[src/rtl/heater_sequencer_if.sv]
// heater_sequencer_if: command, heater-array and status signals of the heater
// sequencer. The slave modport belongs to the sequencer. The master modport
// belongs to the software/heater-array side.
interface heater_sequencer_if #(
  parameter int unsigned Nchan = 16
);
  localparam int unsigned CW = $clog2(Nchan + 1);

  logic [Nchan-1:0] cmd_enable;
  logic [Nchan-1:0] fault_clear;
  logic             wdog_kick;
  logic [Nchan-1:0] heater_error;
  logic [Nchan-1:0] heater_enable;
  logic [Nchan-1:0] heater_err_clear;
  logic [Nchan-1:0] fault;
  logic [CW-1:0]    active_cnt;
  logic             busy;

  modport master (
    output cmd_enable, fault_clear, wdog_kick, heater_error,
    input  heater_enable, heater_err_clear, fault, active_cnt, busy
  );

  modport slave (
    input  cmd_enable, fault_clear, wdog_kick, heater_error,
    output heater_enable, heater_err_clear, fault, active_cnt, busy
  );
endinterface

[src/rtl/heater_sequencer.sv]
// heater_sequencer: staggered channel turn-on (round-robin, one grant per
// STEP_CYCLES), error drop / err_clear pulse / re-arm per channel, and a
// permanent fault latch after MAX_RETRY errors.
// Optional watchdog: define HEATER_SEQ_WDOG_EN.
module heater_sequencer #(
  parameter int unsigned Nchan       = 16,
  parameter int unsigned STEP_CYCLES = 256,
  parameter int unsigned CLR_CYCLES  = 4,
  parameter int unsigned MAX_RETRY   = 3,
  parameter int unsigned WDOG_CYCLES = 2**20
) (
  input logic               clk,
  input logic               reset,
  heater_sequencer_if.slave bus
);
  localparam int unsigned IW = (Nchan > 1) ? $clog2(Nchan) : 1;
  localparam int unsigned CW = $clog2(Nchan + 1);
  localparam int unsigned RW = $clog2(MAX_RETRY + 1);
  localparam int unsigned SW = $clog2(STEP_CYCLES);
  localparam int unsigned LW = $clog2(CLR_CYCLES + 1);

  typedef enum logic {R_IDLE, R_HOLD} ramp_state_e;
  typedef enum logic [1:0] {E_IDLE, E_CLR, E_DONE} err_state_e;

  ramp_state_e      rstate_q;
  err_state_e       estate_q;
  logic [SW-1:0]    step_q;
  logic [IW-1:0]    rr_q;
  logic [Nchan-1:0] en_q, en_d;
  logic [CW-1:0]    cnt_q, cnt_d;
  logic [Nchan-1:0] fault_q;
  logic [Nchan-1:0] pend_q;
  logic [Nchan-1:0] clr_q;
  logic [IW-1:0]    ek_q;
  logic [LW-1:0]    clr_cnt_q;
  logic [RW-1:0]    retry_q [Nchan];

  logic [Nchan-1:0] eligible, err_det, grant_oh;
  logic             grant_vld;
  logic [IW-1:0]    grant_idx;
  logic [IW:0]      scan_idx;
  logic             pend_vld;
  logic [IW-1:0]    pend_idx;
  logic [RW-1:0]    retry_cur, retry_inc;
  logic             wdog_block;

  // Eligibility, round-robin grant search and next enable vector
  always_comb begin
    eligible  = bus.cmd_enable & ~en_q & ~fault_q & ~pend_q & ~bus.heater_error;
    err_det   = bus.heater_error & en_q;
    grant_vld = 1'b0;
    grant_idx = '0;
    scan_idx  = '0;
    for (int unsigned j = 0; j < Nchan; j++) begin
      scan_idx = {1'b0, rr_q} + (IW+1)'(j);
      if (scan_idx >= (IW+1)'(Nchan)) scan_idx = scan_idx - (IW+1)'(Nchan);
      if (!grant_vld && eligible[scan_idx[IW-1:0]]) begin
        grant_vld = 1'b1;
        grant_idx = scan_idx[IW-1:0];
      end
    end
    if (rstate_q != R_IDLE || wdog_block) grant_vld = 1'b0;
    grant_oh = '0;
    if (grant_vld) grant_oh[grant_idx] = 1'b1;
    // eligible excludes heater_error, so a same-cycle error can never be granted
    en_d = (en_q & bus.cmd_enable & ~err_det) | grant_oh;
    if (wdog_block) en_d = '0;
    cnt_d = '0;
    for (int unsigned i = 0; i < Nchan; i++) cnt_d = cnt_d + CW'(en_d[i]);
  end

  // Lowest pending channel and saturating retry increment for the serviced one
  always_comb begin
    pend_vld = 1'b0;
    pend_idx = '0;
    for (int unsigned i = 0; i < Nchan; i++) begin
      if (!pend_vld && pend_q[i]) begin
        pend_vld = 1'b1;
        pend_idx = IW'(i);
      end
    end
    retry_cur = retry_q[ek_q];
    retry_inc = (retry_cur >= RW'(MAX_RETRY)) ? RW'(MAX_RETRY) : retry_cur + RW'(1);
  end

  // Ramp FSM: grant, hold for STEP_CYCLES, registered enables and popcount
  always_ff @(posedge clk) begin
    if (reset) begin
      rstate_q <= R_IDLE;
      step_q   <= '0;
      rr_q     <= '0;
      en_q     <= '0;
      cnt_q    <= '0;
    end else begin
      en_q  <= en_d;
      cnt_q <= cnt_d;
      case (rstate_q)
        R_IDLE: begin
          if (grant_vld) begin
            rr_q     <= (grant_idx == IW'(Nchan - 1)) ? '0 : grant_idx + IW'(1);
            step_q   <= SW'(STEP_CYCLES - 1);
            rstate_q <= R_HOLD;
          end
        end
        R_HOLD: begin
          // leaving on the 1->0 step makes the next grant exactly STEP_CYCLES later
          step_q <= step_q - SW'(1);
          if (step_q == SW'(1)) rstate_q <= R_IDLE;
        end
        default: rstate_q <= R_IDLE;
      endcase
      if (wdog_block) rstate_q <= R_IDLE;
    end
  end

  // Error FSM: pending capture, err_clear pulse, retry count and fault latch
  always_ff @(posedge clk) begin
    if (reset) begin
      estate_q  <= E_IDLE;
      ek_q      <= '0;
      clr_cnt_q <= '0;
      clr_q     <= '0;
      pend_q    <= '0;
      fault_q   <= '0;
      for (int unsigned i = 0; i < Nchan; i++) retry_q[i] <= '0;
    end else begin
      pend_q <= pend_q | err_det;
      case (estate_q)
        E_IDLE: begin
          if (pend_vld) begin
            ek_q            <= pend_idx;
            clr_q           <= '0;
            clr_q[pend_idx] <= 1'b1;
            clr_cnt_q       <= LW'(CLR_CYCLES - 1);
            estate_q        <= E_CLR;
          end
        end
        E_CLR: begin
          if (clr_cnt_q == '0) begin
            clr_q    <= '0;
            estate_q <= E_DONE;
          end else begin
            clr_cnt_q <= clr_cnt_q - LW'(1);
          end
        end
        E_DONE: begin
          retry_q[ek_q] <= retry_inc;
          pend_q[ek_q]  <= 1'b0;
          if (retry_inc == RW'(MAX_RETRY)) fault_q[ek_q] <= 1'b1;
          estate_q <= E_IDLE;
        end
        default: estate_q <= E_IDLE;
      endcase
      // placed last so a same-cycle clear overrides the E_DONE update
      for (int unsigned i = 0; i < Nchan; i++) begin
        if (bus.fault_clear[i]) begin
          fault_q[i] <= 1'b0;
          retry_q[i] <= '0;
        end
      end
    end
  end

`ifdef HEATER_SEQ_WDOG_EN
  localparam int unsigned WW = $clog2(WDOG_CYCLES + 1);
  logic [WW-1:0] wdog_cnt_q;
  logic          wdog_exp_q;

  assign wdog_block = (wdog_exp_q || wdog_cnt_q == '0) && !bus.wdog_kick;

  // Watchdog: reload on kick/reset, latch expiry until the next kick
  always_ff @(posedge clk) begin
    if (reset || bus.wdog_kick) begin
      wdog_cnt_q <= WW'(WDOG_CYCLES - 1);
      wdog_exp_q <= 1'b0;
    end else if (wdog_cnt_q == '0) begin
      wdog_exp_q <= 1'b1;
    end else begin
      wdog_cnt_q <= wdog_cnt_q - WW'(1);
    end
  end
`else
  localparam int unsigned unused_wdog_cycles = WDOG_CYCLES;
  logic unused_wdog_kick;
  assign unused_wdog_kick = bus.wdog_kick;
  assign wdog_block       = 1'b0;
`endif

  assign bus.heater_enable    = en_q;
  assign bus.heater_err_clear = clr_q;
  assign bus.fault            = fault_q;
  assign bus.active_cnt       = cnt_q;
  assign bus.busy             = (rstate_q != R_IDLE) || (estate_q != E_IDLE);
endmodule

[src/flat_wrapper.sv]
// flat-port wrapper written by rule: the top's interface ports become plain ports
module heater_sequencer_flat 
#(
  parameter int unsigned Nchan       = 16,
  parameter int unsigned STEP_CYCLES = 256,
  parameter int unsigned CLR_CYCLES  = 4,
  parameter int unsigned MAX_RETRY   = 3,
  parameter int unsigned WDOG_CYCLES = 2**20
)
  (clk, reset, bus_cmd_enable, bus_fault_clear, bus_wdog_kick, bus_heater_error, bus_heater_enable, bus_heater_err_clear, bus_fault, bus_active_cnt, bus_busy);
  heater_sequencer_if #(.Nchan(Nchan)) bus_i ();
  input logic clk;
  input logic reset;
  input wire logic [$bits(bus_i.cmd_enable)-1:0] bus_cmd_enable;
  input wire logic [$bits(bus_i.fault_clear)-1:0] bus_fault_clear;
  input wire logic [$bits(bus_i.wdog_kick)-1:0] bus_wdog_kick;
  input wire logic [$bits(bus_i.heater_error)-1:0] bus_heater_error;
  output wire logic [$bits(bus_i.heater_enable)-1:0] bus_heater_enable;
  output wire logic [$bits(bus_i.heater_err_clear)-1:0] bus_heater_err_clear;
  output wire logic [$bits(bus_i.fault)-1:0] bus_fault;
  output wire logic [$bits(bus_i.active_cnt)-1:0] bus_active_cnt;
  output wire logic [$bits(bus_i.busy)-1:0] bus_busy;
  assign bus_i.cmd_enable = bus_cmd_enable;
  assign bus_i.fault_clear = bus_fault_clear;
  assign bus_i.wdog_kick = bus_wdog_kick;
  assign bus_i.heater_error = bus_heater_error;
  assign bus_heater_enable = bus_i.heater_enable;
  assign bus_heater_err_clear = bus_i.heater_err_clear;
  assign bus_fault = bus_i.fault;
  assign bus_active_cnt = bus_i.active_cnt;
  assign bus_busy = bus_i.busy;
  heater_sequencer #(.Nchan(Nchan), .STEP_CYCLES(STEP_CYCLES), .CLR_CYCLES(CLR_CYCLES), .MAX_RETRY(MAX_RETRY), .WDOG_CYCLES(WDOG_CYCLES)) u_core (.clk(clk), .reset(reset), .bus(bus_i));
endmodule
[config.mk]
export PLATFORM = sky130hd
export DESIGN_NAME = heater_sequencer_flat
export DESIGN_NICKNAME = d
export VERILOG_FILES = /design/src/rtl/heater_sequencer_if.sv /design/src/rtl/heater_sequencer.sv /design/src/flat_wrapper.sv
export SDC_FILE = /design/constraint.sdc
export NUM_CORES = 1
export LEC_CHECK = 0
export ABC_AREA = 0
export BUFFER_PORTS_ARGS = -buffer_cell sky130_fd_sc_hd__buf_2
export CAP_MARGIN = 5
export CELL_PAD_IN_SITES_DETAIL_PLACEMENT = 2
export CELL_PAD_IN_SITES_GLOBAL_PLACEMENT = 2
export CORE_ASPECT_RATIO = 0.75
export CORE_MARGIN = 10
export CORE_UTILIZATION = 39
export DETAILED_ROUTE_END_ITERATION = 6
export PLACE_DENSITY_LB_ADDON = 0.1
export SLEW_MARGIN = 30
export SYNTH_ARGS = -nofsm -noshare
export SYNTH_HDL_FRONTEND = slang
export SYNTH_SLANG_ARGS = --single-unit
[constraint.sdc]
create_clock -name clk -period 20 [get_ports clk]
set_clock_uncertainty 0.05 [all_clocks]
set_input_delay 1 -clock clk [delete_from_list [all_inputs] [get_ports clk]]
set_output_delay 1 -clock clk [all_outputs]
set_load 0.01 [all_outputs]
Word-level counts from Yosys, hierarchy flattened
Memories as Yosys holds them, arrays and structs flattened. A register that Yosys moved wholly into a read port is not among the register bits.
Cells that the tools add are included.
Word-level totals
  register bits after elaboration: 91
  memory bits (writable): 32
  input port bits: 51
  output and inout port bits: 54
  logic and storage cells: 520
  memories: 1
Memory list
  u_core.retry_q: words 16, bits a word 2, read ports 1, clocked after memory_dff 1, wr ports 17, RTL line heater_sequencer.sv:36  | logic [RW-1:0] retry_q [Nchan];
Operators by class
  $add $sub $neg: 50
  $lt $le $gt $ge: 39
  eq/ne operators: 25
  muxes and demuxes: 207
  bitwise logic cells: 82
  reduce and logical (&&, ||, !) cells: 90
Operator list (number)
  $mux W4: 43
  $and A16 B16 Y16: 8
  $mux W1: 108
  $not A16 Y16: 6
  $lt A4 B5 Y1 const B: 19
  $ge A5 B5 Y1 const B: 15
  $add A5 B1 Y5: 14
  $eq A4 B4 Y1 const B: 17
  $bmux W1 S4: 16
  $mux W16: 4
  $sub A4 B1 Y4 const B: 16
  $or A16 B16 Y16: 3
  $mux W2: 21
  $add A4 B4 Y5 const B: 8
  $logic_and A1 B1 Y1: 33
  $and A1 B1 Y1: 32
  $pmux W16 S2: 1
  $reduce_or A2 Y1: 16
  $logic_not A1 Y1: 30
  $add A4 B3 Y5 const B: 4
  $mux W3: 6
  $not A1 Y1: 17
  $or A1 B1 Y1: 16
  $pmux W8 S2: 1
  other kinds (26): 39

Longest topological paths before layout
Gate-level depths: netlist (run 1).
  word-level depth: 74
  gate-level depth with buffers: 35
  mapped depth without buffers: 29

Worst setup path after synthesis (run 1)
No wires, ideal clock.
  path type: register to register
  start point: register u_core.rr_q[0]
  end point: register u_core.cnt_q[3] (netlist: u_core.bus.active_cnt[3])
  library setup time: 0.128 ns
  data arrival time: 8.267 ns
  required time: 19.822 ns
  path slack: 11.556 ns
  cell stages (with the launch flop): 34
  buffers on the path: 6
  period minus slack after synthesis: 8.444 ns
  path through: dfxtp_1 inv_1 buf_2 buf_1 buf_1 ha_1 buf_4 inv_2 buf_2 and3_1 o32a_1 a31oi_1 o2111ai_2 nor4_4 nand3_2 or3_1 buf_2 o221a_2 o22ai_2 inv_1 ha_1 a32o_1 ha_1 fa_1 inv_1 fa_1 fa_1 fa_1 inv_1 fa_1 a21o_1 a21oi_1 xor2_1 nor2_1
On the way
  longest elaborated chain between the ends: 71
  elaborated cells between the ends (all ways): 180
  classes of those cells: add/sub (46); order compare (18); mux (84); bitwise (1); reduce/logical (31)
RTL lines
  from (decl): RTL line heater_sequencer.sv:28  | logic [IW-1:0] rr_q;
  from (signal assigned): RTL line heater_sequencer.sv:100  | rr_q <= (grant_idx == IW'(Nchan - 1)) ? '0 : grant_idx + IW'(1);
  parallel branches: the longest is 54 deep, another holds $add A4 B1 Y5
  $mux W16 (*): RTL line heater_sequencer.sv:64  | if (grant_vld) grant_oh[grant_idx] = 1'b1;
  $or A16 B16 Y16 (*): RTL line heater_sequencer.sv:66  | en_d = (en_q & bus.cmd_enable & ~err_det) | grant_oh;
  net u_core.en_d[0]: RTL line heater_sequencer.sv:29  | logic [Nchan-1:0] en_q, en_d;
  $add A1 B1 Y2 (*): RTL line heater_sequencer.sv:69  | for (int unsigned i = 0; i < Nchan; i++) cnt_d = cnt_d + CW'(en_d[i]);
  $add A5 B1 Y5 (*) (14 in a row): RTL line heater_sequencer.sv:69
  to (signal assigned): RTL line heater_sequencer.sv:96  | cnt_q <= cnt_d;
  to (decl): RTL line heater_sequencer.sv:30  | logic [CW-1:0] cnt_q, cnt_d;
Mark *: on every way through the listed nets, which the timed path passes. The select of a mux whose other input is x is not followed.
A chain may end at the register's enable or synchronous reset.

Worst setup path in the final report (run 1)
  start point: register u_core.rr_q[1]
  end point: register u_core.cnt_q[4] (netlist: u_core.bus.active_cnt[4])
Same word-level chain as after synthesis.

==> results.sh, run 1 <==
export IMPL_drv_slew=0
export IMPL_worstSetupPathType="reg -> reg"
export IMPL_antenna_cells=0
export IMPL_clk_pin_slew_ps=60
export IMPL_synthAdderAreaFrac_pct=5.017
export IMPL_crit_path_max_incr_delay_ps=800
export IMPL_worst_slew_margin_rel_pct=31.36
export IMPL_startpoint_type="register"
export IMPL_dp_cells=1416
export IMPL_fin_crit_ps=10480
export IMPL_avgSynthCellArea_sq_um=8.439
export IMPL_final_area_sq_mm=0.01035
export IMPL_yosysTopAreaCell="dfxtp_1"
export IMPL_ys_flop_type="dfxtp_1"
export IMPL_netlist_instances=1064
export IMPL_rr_worst_depth=30
export IMPL_instances_no_fill=1448
export IMPL_drc=0
export IMPL_rsz0062_at_grt="no"
export IMPL_chipHeight_um=151.4
export IMPL_placed_cell_area_sq_mm=0.009711
export IMPL_gr_total_overflow=0
export IMPL_io_pins=105
export IMPL_maxCapViolCount=0
export IMPL_finalSetupViolCount=0
export IMPL_crit_start="u_core.rr_q[1]"
export IMPL_syn2layout_area_growth_pct=15.29
export IMPL_ff_latch_area_sq_mm=0.002863
export IMPL_arrival_ps=10730
export IMPL_synthMuxAreaShare_pct=8.096
export IMPL_ctsHoldBuffers=0
export IMPL_netlist_top_cells_area="dfxtp_1, edfxtp_1, nor2_1"
export IMPL_power_density_mw_per_mm2=207.8
export IMPL_multi_input_area_sq_mm=0.005728
export IMPL_grt_pass1_wl_um=63550
export IMPL_finalSetupTns_ps=0
export IMPL_synth_top_area_share_pct=21.18
export IMPL_via_per_inst=6.606
export IMPL_initial_utilization_pct=40.18
export IMPL_yosys_warnings=0
export IMPL_cts_path_max_buffers=2
export IMPL_dr_pass1_iters=5
export IMPL_cts_buffers=17
export IMPL_synth_compound_area_share_pct=22.28
export IMPL_dr_total_vias=9565
export IMPL_cts_tree="built"
export IMPL_core_sq_mm=0.02235
export IMPL_post_cts_buffers=0
export IMPL_grt_max_degree=67
export IMPL_clk_latency_ps=430
export IMPL_cts_root_buf="clkbuf_16"
export IMPL_wl_um=42310
export IMPL_ir_drop_mv=0.1136
export IMPL_dieArea_sq_mm=0.02955
export IMPL_synth_xor_area_share_pct=1.937
export IMPL_r2r_start="u_core.rr_q[1]"
export IMPL_synth_async_reset_ratio_pct=0
export IMPL_critPathMostFrequentCell="fa_1"
export IMPL_post_cts_resized=0
export IMPL_yosys_register_bits=127
export IMPL_nNetsFinal=1222
export IMPL_worstPathMaxFanout=44
export IMPL_core_rowCount=47
export IMPL_cp_slowest_cell="nor4_2"
export IMPL_syn_nets=1145
export IMPL_worstReg2RegEnd="u_core.bus.active_cnt[4]"
export IMPL_post_route_period_util_pct=52.39
export IMPL_wire_per_inst_um=29.22
export IMPL_syn_area_sq_mm=0.008979
export IMPL_yosysSeqAreaShare_pct=31.88
export IMPL_numPortBuffers=103
export IMPL_critical_path_endpoint="u_core.bus.active_cnt[4]"
export IMPL_synth_top_family_by_area="simple AND/OR/NAND/NOR gates"
export IMPL_fillerInstances=2507
export IMPL_antenna_found_initial=0
export IMPL_cts_num_sinks=127
export IMPL_r2r_slack_ps=9520
export IMPL_status="finished, final reports clean"
export IMPL_first_iter_violations=958
export IMPL_leakagePower_nw=3.954
export IMPL_layout_drive_gt1_share_pct=17.76
export IMPL_synthSimpleGateAreaFrac_pct=26.37
export IMPL_grtUsageTotal_pct=28.07
export IMPL_max_slew_worst_pin_slew_ps=1020
export IMPL_antenna_left=0
export IMPL_dieWidth_um=195.2
export IMPL_synth_cell_types=92
export IMPL_synth_edff_count=32
export IMPL_dp_hpwl_um=32380
export IMPL_hold_violations=0
export IMPL_required_ps=20250
export IMPL_grt_pass1_vias=9934
export IMPL_end_kind="register"
export IMPL_routabilityCongestion=0.9525
export IMPL_hold_path_class="reg -> reg"
export IMPL_h_tree_depth=4
export IMPL_fmaxAchievable_ghz=0.09543
worst min path at each step:
stage / end / slack [ps] / startpoint / cells after the start
5_1_grt: u_core.step_q[6] / 450 / u_core.step_q[6] / 1
4_1_cts: u_core.step_q[7] / 430 / u_core.step_q[7] / 1
2_1_floorplan: u_core.step_q[7] / 380 / u_core.step_q[7] / 1
3_5_place_dp: u_core.step_q[2] / 410 / u_core.step_q[2] / 1
3_3_place_gp: u_core.step_q[7] / 400 / u_core.step_q[7] / 1
6_report: u_core.step_q[6] / 430 / u_core.step_q[6] / 1
flip-flops by register name, summed over array words and instances (netlist names), 4 cells and up, named ones only:
name and count:
u_core.bus.active_cnt 5, u_core.bus.fault 16, u_core.bus.heater_enable 16, u_core.bus.heater_err_clear 16
u_core.ek_q 4, u_core.pend_q 16, u_core.retry_q 32, u_core.rr_q 4
u_core.step_q 8
power by group:
part | leakage (nW) | switching, mW | internal [mW]
combinational | 2.51 | 0.982 | 0.492
sequential | 1.13 | 0.0447 | 0.295
clock | 0.313 | 0.126 | 0.212
total | 3.95 | 1.15 | 0.999
layout make-up:
| class | count | area share [%] |
|---|---|---|
| tap | 294 | 3.554 |
| timing repair buffer | 116 | 5.947 |
| clock inverter | 11 | 1.438 |
| multi-input combinational | 841 | 55.34 |
| inverter | 38 | 1.378 |
| clock buffer | 21 | 4.690 |
| sequential | 127 | 27.66 |
cell usage after synthesis (20+ instances only):
| cell type | count |
|---|---|
| nor2b_1 | 24 |
| a22oi_1 | 24 |
| ha_1 | 20 |
| nand3_1 | 32 |
| nor2_1 | 172 |
| o21ai_0 | 23 |
| nor3_1 | 58 |
| dfxtp_1 | 95 |
| a21oi_1 | 63 |
| clkbuf_1 | 35 |
| a211oi_1 | 27 |
| nand2_1 | 92 |
| edfxtp_1 | 32 |
| inv_1 | 35 |
| mux4_2 | 23 |
layer usage:
metal / up-vias / wire length (um) / track usage (%)
li1: 4155 / - / -
met1: 4886 / 18810 / 37.35
met2: 456 / 17740 / 40.95
met3: 68 / 4978 / 11.86
met4: 0 / 793 / 7.159
met5: - / 0 / 0
cells in the final DEF, fill, tap and decap left out, drive strengths merged, types with 6 or more instances in the layout:
master,instances
nor2,173
buf,116
dfxtp,95
nand2,92
a21oi,64
nor3,58
inv,40
nand3,33
edfxtp,32
a211oi,27
nor2b,25
a22oi,24
o21ai,24
mux4,23
clkbuf,21
ha,20
and2,16
o211ai,14
nand2b,13
a32oi,13
mux2i,13
o2111ai,13
nor4,12
xnor2,11
a31oi,10
fa,10
nor3b,9
nor4b,9
a221oi,7
mux2,7
or3,7
nand4,7
o22ai,7
a211o,6
and3,6
a32o,6
through the flow:
| stage | util, % | hold WS [ps] | total power [mW] | setup WS [ps] |
|---|---|---|---|---|
| floorplan | - | 383.4 | 1.299 | 11560 |
| global placement | 43.45 | 403.6 | 1.678 | 10020 |
| detailed placement | 43.45 | 413.7 | 1.741 | 9849 |
| CTS | 46.29 | 426.5 | 2.117 | 9741 |
| global route | 46.32 | 449.1 | 2.290 | 9119 |
| finish | 46.32 | 427.3 | 2.151 | 9522 |
cell families (layout without fill, tap and decap cells):
group                    count (synthesis)  in the layout
flip-flops                             127            127
AND/OR/NAND/NOR                        481            481
buffers and inverters                   96            186
AO/OA/AOI/OAI                          271            271
XOR/XNOR                                16             16
adder cells (fa/ha/maj)                 30             30
multiplexers                            43             43
worst max-delay path: cells and delay by family (launching register included):
family / cells / cell delay [ps]
AO/OA/AOI/OAI: 7 / 2210
adder cells (fa/ha/maj): 9 / 4260
buffers and inverters: 9 / 1950
flip-flops: 1 / 320
multiplexers: 1 / 170
AND/OR/NAND/NOR: 4 / 1330
Power figures use the tool's default switching activity.
==> run 2: changes to the inputs <==
--- a/config.mk
+++ b/config.mk
@@ -5,14 +5,14 @@
 export SDC_FILE = /design/constraint.sdc
 export NUM_CORES = 1
 export LEC_CHECK = 0
-export ABC_AREA = 0
+export ABC_AREA = 1
 export BUFFER_PORTS_ARGS = -buffer_cell sky130_fd_sc_hd__buf_2
 export CAP_MARGIN = 5
 export CELL_PAD_IN_SITES_DETAIL_PLACEMENT = 2
 export CELL_PAD_IN_SITES_GLOBAL_PLACEMENT = 2
 export CORE_ASPECT_RATIO = 0.75
 export CORE_MARGIN = 10
-export CORE_UTILIZATION = 39
+export CORE_UTILIZATION = 33
 export DETAILED_ROUTE_END_ITERATION = 6
 export PLACE_DENSITY_LB_ADDON = 0.1
 export SLEW_MARGIN = 30
==> constraint.sdc (replaced) <==
create_clock -name clk -period 9.9 [get_ports clk]
set_clock_uncertainty 0.05 [all_clocks]
set_input_delay 0.495 -clock clk [delete_from_list [all_inputs] [get_ports clk]]
set_output_delay 0.495 -clock clk [all_outputs]
set_load 0.01 [all_outputs]
==> results.sh, run 2 <==
export IMPL_min_from="bus_fault_clear[9]"
export IMPL_grtUsageTotal_pct=23.48
export IMPL_syn_area_sq_mm=0.008285
export IMPL_final_cell_mix="nand2_1, nor2_1, inv_1"
export IMPL_ir_drop_mv=0.1445
export IMPL_yosysTopAreaCell="dfxtp_1"
export IMPL_chipHeight_um=157.2
export IMPL_dr_total_vias=8852
export IMPL_wire_per_inst_um=22.15
export IMPL_final_util_pct=39.44
export IMPL_worstSetupPathType="reg -> reg"
export IMPL_r2r_slack_ps=1510
export IMPL_cts_tree="built"
export IMPL_cp_buffers_inverters=7
export IMPL_crit_path_max_incr_delay_ps=580
export IMPL_dieWidth_um=203.0
export IMPL_mostFrequentLayoutCell="nand2_1"
export IMPL_yosys_register_bits=127
export IMPL_fmaxAchievable_ghz=0.1192
export IMPL_core_sq_mm=0.02484
export IMPL_dp_hpwl_um=29180
export IMPL_top_register="u_core.retry_q"
export IMPL_finalSetupTns_ps=0
export IMPL_post_cts_resized=0
export IMPL_drc=0
export IMPL_clk_pin_slew_ps=60
export IMPL_hold_end="u_core.bus.fault[9]"
export IMPL_rr_worst_depth=37
export IMPL_fillerInstances=3023
export IMPL_critPathMostFrequentCell="nand2_1"
export IMPL_ff_latch_area_sq_mm=0.002864
export IMPL_cts_root_buf="clkbuf_16"
export IMPL_worst_slew_margin_rel_pct=45.09
export IMPL_yosysSeqAreaShare_pct=34.55
export IMPL_via_per_inst=5.301
export IMPL_antenna_left=0
export IMPL_leakagePower_nw=4.619
export IMPL_max_slew_worst_pin_slew_ps=822.7
export IMPL_avgSynthCellArea_sq_um=6.786
export IMPL_routabilityCongestion=0.8734
export IMPL_synth_edff_count=32
export IMPL_numPortBuffers=103
export IMPL_core_rowCount=50
export IMPL_hold_violations=0
export IMPL_worstSetupPathDepth=37
export IMPL_rsz0062_at_grt="no"
export IMPL_syn2layout_area_growth_pct=18.23
export IMPL_cp_slowest_cell="fa_1"
export IMPL_startpoint_type="register"
export IMPL_netlist_top_cells_area="dfxtp_1, nand2_1, edfxtp_1"
export IMPL_io_pins=105
export IMPL_post_cts_buffers=0
export IMPL_post_route_period_util_pct=84.72
export IMPL_hold_path_class="in -> reg"
export IMPL_grt_pass1_vias=9475
export IMPL_nNetsFinal=1400
export IMPL_dr_pass1_iters=5
export IMPL_status="finished, final reports clean"
export IMPL_fin_crit_ps=8387
export IMPL_cts_buffers=17
export IMPL_first_iter_violations=573
export IMPL_drv_slew=0
export IMPL_required_ps=10230
export IMPL_maxCapViolCount=0
export IMPL_ctsHoldBuffers=0
export IMPL_worstPathMaxFanout=20
export IMPL_dieArea_sq_mm=0.03191
export IMPL_arrival_ps=8710
export IMPL_synth_async_reset_ratio_pct=0
export IMPL_cts_path_max_buffers=2
export IMPL_grt_pass1_wl_um=57280
export IMPL_multi_input_area_sq_mm=0.004629
export IMPL_cp_top_family="adder cells"
export IMPL_finalSetupViolCount=0
export IMPL_antenna_cells=0
export IMPL_grt_max_degree=48
export IMPL_yosys_warnings=0
export IMPL_initial_utilization_pct=33.36
export IMPL_synth_cell_types=54
export IMPL_yosysMostFrequentCell="nand2_1"
export IMPL_cts_num_sinks=127
export IMPL_clk_latency_ps=440
export IMPL_ys_flop_type="dfxtp_1"
export IMPL_end_kind="register"
export IMPL_holdPathStages=2
export IMPL_gr_total_overflow=0
export IMPL_h_tree_depth=4
export IMPL_syn_nets=1302
export IMPL_layout_drive_gt1_share_pct=14.94
export IMPL_synth_top_area_share_pct=22.95
export IMPL_ys_top_cells_by_count="nand2_1, nor2_1, inv_1"
export IMPL_largest_reg_flops=32
export IMPL_wl_um=36990
export IMPL_power_density_mw_per_mm2=350.1
export IMPL_antenna_found_initial=0
export IMPL_r2r_start="u_core.rr_q[0]"
export IMPL_worstReg2RegEnd="u_core.bus.active_cnt[3]"
export IMPL_netlist_instances=1221
## run 2: cell count changes after synthesis, moves of 14 or more
cell	delta
mux4_2	-23
and2_1	-14
nor3_1	-27
a22oi_1	-16
nand2_1	+178
nand3_1	+94
inv_1	+115
a211oi_1	-16
nand4_1	+30
nor2_1	+21
nor2b_1	-24
## run 2: logic make-up (layout without fill, tap and decap cells)
| group | after synthesis | count (layout) | share of synthesized area [%] |
|---|---|---|---|
| AO/OA/AOI/OAI | 156 | 156 | 11.39 |
| buffers and inverters | 204 | 315 | 9.740 |
| XOR/XNOR | 6 | 6 | 0.8155 |
| flip-flops | 127 | 127 | 34.55 |
| adder cells (fa/ha/maj) | 30 | 30 | 5.436 |
| AND/OR/NAND/NOR | 690 | 690 | 37.10 |
| multiplexers | 8 | 8 | 0.9665 |
## run 2: worst register-to-register path, delay by kind of cell, from the launching register on
kind	cells	cell delay (ps)
compound gates	4	660
fa+ha+maj	8	3630
buf+inv	7	1250
flops	1	310
simple gates	18	2410
## run 2: area by class of cell
class	instances	area share, %
Tap cell	338	4.317
Clock buffer	21	5.250
Timing Repair Buffer	115	6.208
Sequential cell	127	29.24
Inverter	168	6.463
Multi-Input combinational cell	890	47.26
Clock inverter	11	1.265
## run 2: report_power, final
group	switching (mW)	internal, mW	total (mW)	leakage, nW
logic	1.52	0.581	2.10	3.18
clock network	0.260	0.423	0.682	0.308
registers	0.0588	0.589	0.648	1.13
total	1.84	1.59	3.43	4.62
## run 2: layer usage
layer	global-route usage [%]	up-vias	part of all wire, %
met5	0	-	0
met1	33.90	4407	51
met3	4.519	18	5.3
li1	-	4225	-
met4	4.111	0	0.88
met2	35.69	202	42
## run 2: through the flow
step | worst slack, ps | hold slack, ps | cells | cell area (sq um) | power (mW)
detailed placement | 1605 | 404.1 | 1638 | 9149 | 2.699
CTS | 1510 | 186.4 | 1670 | 9787 | 3.411
global placement | 1796 | 399.9 | 1638 | 9146 | 2.614
floorplan | 2635 | 389.1 | 1221 | 8285 | 2.026
global route | 976.3 | 198.0 | 1670 | 9796 | 3.712
finish | 1513 | 187.9 | 1670 | 9796 | 3.430
## run 2: how the worst max path moves through the flow
stage	slack [ps]	from	to
after floorplan	2640	u_core.rr_q[1]	u_core.bus.active_cnt[1]
after global routing	980	u_core.rr_q[0]	u_core.bus.active_cnt[3]
after detailed placement	1600	u_core.rr_q[0]	u_core.bus.active_cnt[3]
after CTS	1510	u_core.rr_q[0]	u_core.bus.active_cnt[3]
after global placement	1800	u_core.rr_q[0]	u_core.bus.active_cnt[1]
final	1510	u_core.rr_q[0]	u_core.bus.active_cnt[3]
==> run 3: changes to the inputs <==
==> constraint.sdc (replaced) <==
create_clock -name clk -period 8.16 [get_ports clk]
set_clock_uncertainty 0.05 [all_clocks]
set_input_delay 0.408 -clock clk [delete_from_list [all_inputs] [get_ports clk]]
set_output_delay 0.408 -clock clk [all_outputs]
set_load 0.01 [all_outputs]
==> results.sh, run 3 (synthesis gave the netlist of run 2 again) <==
export IMPL_rsz0062_at_grt="no"
export IMPL_cts_root_buf="clkbuf_16"
export IMPL_core_sq_mm=0.02484
export IMPL_r2r_slack_ps=570
export IMPL_cts_num_sinks=127
export IMPL_required_ps=8470
export IMPL_cp_slowest_cell="fa_1"
export IMPL_via_per_inst=5.264
export IMPL_fin_crit_ps=7586
export IMPL_antenna_cells=0
export IMPL_finalSetupViolCount=0
export IMPL_leakagePower_nw=4.698
export IMPL_holdPathStages=2
export IMPL_ctsHoldBuffers=0
export IMPL_cts_path_max_buffers=2
export IMPL_io_pins=105
export IMPL_dieArea_sq_mm=0.03191
export IMPL_cts_buffers=17
export IMPL_clk_pin_slew_ps=60
export IMPL_syn2layout_area_growth_pct=20.43
export IMPL_hold_path_class="in -> reg"
export IMPL_grt_max_degree=82
export IMPL_worstSetupPathType="reg -> reg"
export IMPL_ir_drop_mv=0.1738
export IMPL_chipHeight_um=157.2
export IMPL_core_rowCount=50
export IMPL_cts_tree="built"
export IMPL_largest_reg_flops=32
export IMPL_arrival_ps=7890
export IMPL_clk_latency_ps=440
export IMPL_cp_top_family="adder cells"
export IMPL_antenna_left=0
export IMPL_hold_violations=0
export IMPL_power_density_mw_per_mm2=426.2
export IMPL_drc=0
export IMPL_numPortBuffers=103
export IMPL_dr_total_vias=8885
export IMPL_fmaxAchievable_ghz=0.1318
export IMPL_nNetsFinal=1418
export IMPL_wire_per_inst_um=22.09
export IMPL_crit_path_max_incr_delay_ps=560
export IMPL_cp_buffers_inverters=7
export IMPL_grt_pass1_vias=9460
export IMPL_grt_pass1_wl_um=57440
export IMPL_final_cell_mix="nand2_1, nor2_1, inv_1"
export IMPL_worstSetupPathDepth=37
export IMPL_end_kind="register"
export IMPL_hold_end="u_core.bus.fault[9]"
export IMPL_antenna_found_initial=0
export IMPL_max_slew_worst_pin_slew_ps=857.1
export IMPL_final_area_sq_mm=0.009978
export IMPL_worst_slew_margin_rel_pct=42.65
export IMPL_dieWidth_um=203.0
export IMPL_wl_um=37290
export IMPL_finalSetupTns_ps=0
export IMPL_rr_worst_depth=37
export IMPL_post_route_period_util_pct=92.96
export IMPL_first_iter_violations=563
export IMPL_top_register="u_core.retry_q"
export IMPL_routed_wl_met2_um=15610
export IMPL_crit_start="u_core.rr_q[1]"
export IMPL_dr_max_layer_used="met4"
export IMPL_dp_hpwl_um=29650
export IMPL_fillerInstances=3093
export IMPL_dr_pass1_iters=5
export IMPL_worstReg2RegEnd="u_core.bus.active_cnt[3]"
export IMPL_critPathMostFrequentCell="nand2_1"
export IMPL_worstPathMaxFanout=13
export IMPL_status="finished, final reports clean"
export IMPL_h_tree_depth=4
export IMPL_min_from="bus_fault_clear[9]"
export IMPL_initial_utilization_pct=33.36
export IMPL_placed_cell_area_sq_mm=0.009246
export IMPL_gr_total_overflow=0
export IMPL_layout_drive_gt1_share_pct=17.04
export IMPL_met1_length_um=19170
export IMPL_wl_met3_um=2139
export IMPL_maxCapViolCount=0
export IMPL_mostFrequentLayoutCell="nand2_1"
export IMPL_startpoint_type="register"
export IMPL_grtUsageTotal_pct=23.44
export IMPL_r2r_start="u_core.rr_q[1]"
export IMPL_routabilityCongestion=0.8777
export IMPL_drv_slew=0
run 3: stage by stage:
stage	utilization, %	power [mW]	hold WS, ps	instances	setup WS, ps
after floorplan	-	2.458	389.1	1221	895.1
after global placement	37.22	3.218	398.0	1651	618.0
after detailed placement	37.23	3.310	408.7	1651	375.7
after CTS	39.76	4.191	107.9	1683	253.2
after global routing	40.18	4.624	116.5	1688	2.813
final	40.18	4.253	116.2	1688	574.4
run 3: area by class of cell:
| type | count | area (sq um) | share of cell area [%] |
|---|---|---|---|
| clock buffer | 18 | 439.2 | 4.401 |
| tap | 338 | 422.9 | 4.238 |
| timing repair buffer | 132 | 743.2 | 7.448 |
| timing repair inverter | 1 | 5.005 | 0.05016 |
| inverter | 168 | 640.6 | 6.420 |
| clock inverter | 14 | 188.9 | 1.893 |
| multi-input combinational | 890 | 4672 | 46.82 |
| sequential | 127 | 2867 | 28.73 |
run 3: worst max-delay path by stage:
stage,end
after floorplan,u_core.bus.active_cnt[1]
after global placement,u_core.bus.active_cnt[1]
after detailed placement,u_core.bus.active_cnt[1]
after CTS,u_core.bus.active_cnt[3]
after global routing,u_core.bus.active_cnt[3]
final,u_core.bus.active_cnt[3]
run 3: per-layer routing:
layer,GRT usage (%),vias to the layer above
met5,0,-
met4,4.465,0
met3,4.971,24
met2,34.35,207
met1,34.46,4405
li1,-,4249
run 3: report_power, final:
group | switching [mW] | internal (mW)
clock | 0.323 | 0.519
sequential | 0.0769 | 0.715
combinational | 1.85 | 0.773
total | 2.25 | 2.01
run 3: timing repair:
action | in CTS | in global routing
endpoints found under the setup margin | 0 | 4
endpoints found under the hold margin | 0 | 0
setup buffers | 0 | 4
resized for setup | 0 | 15
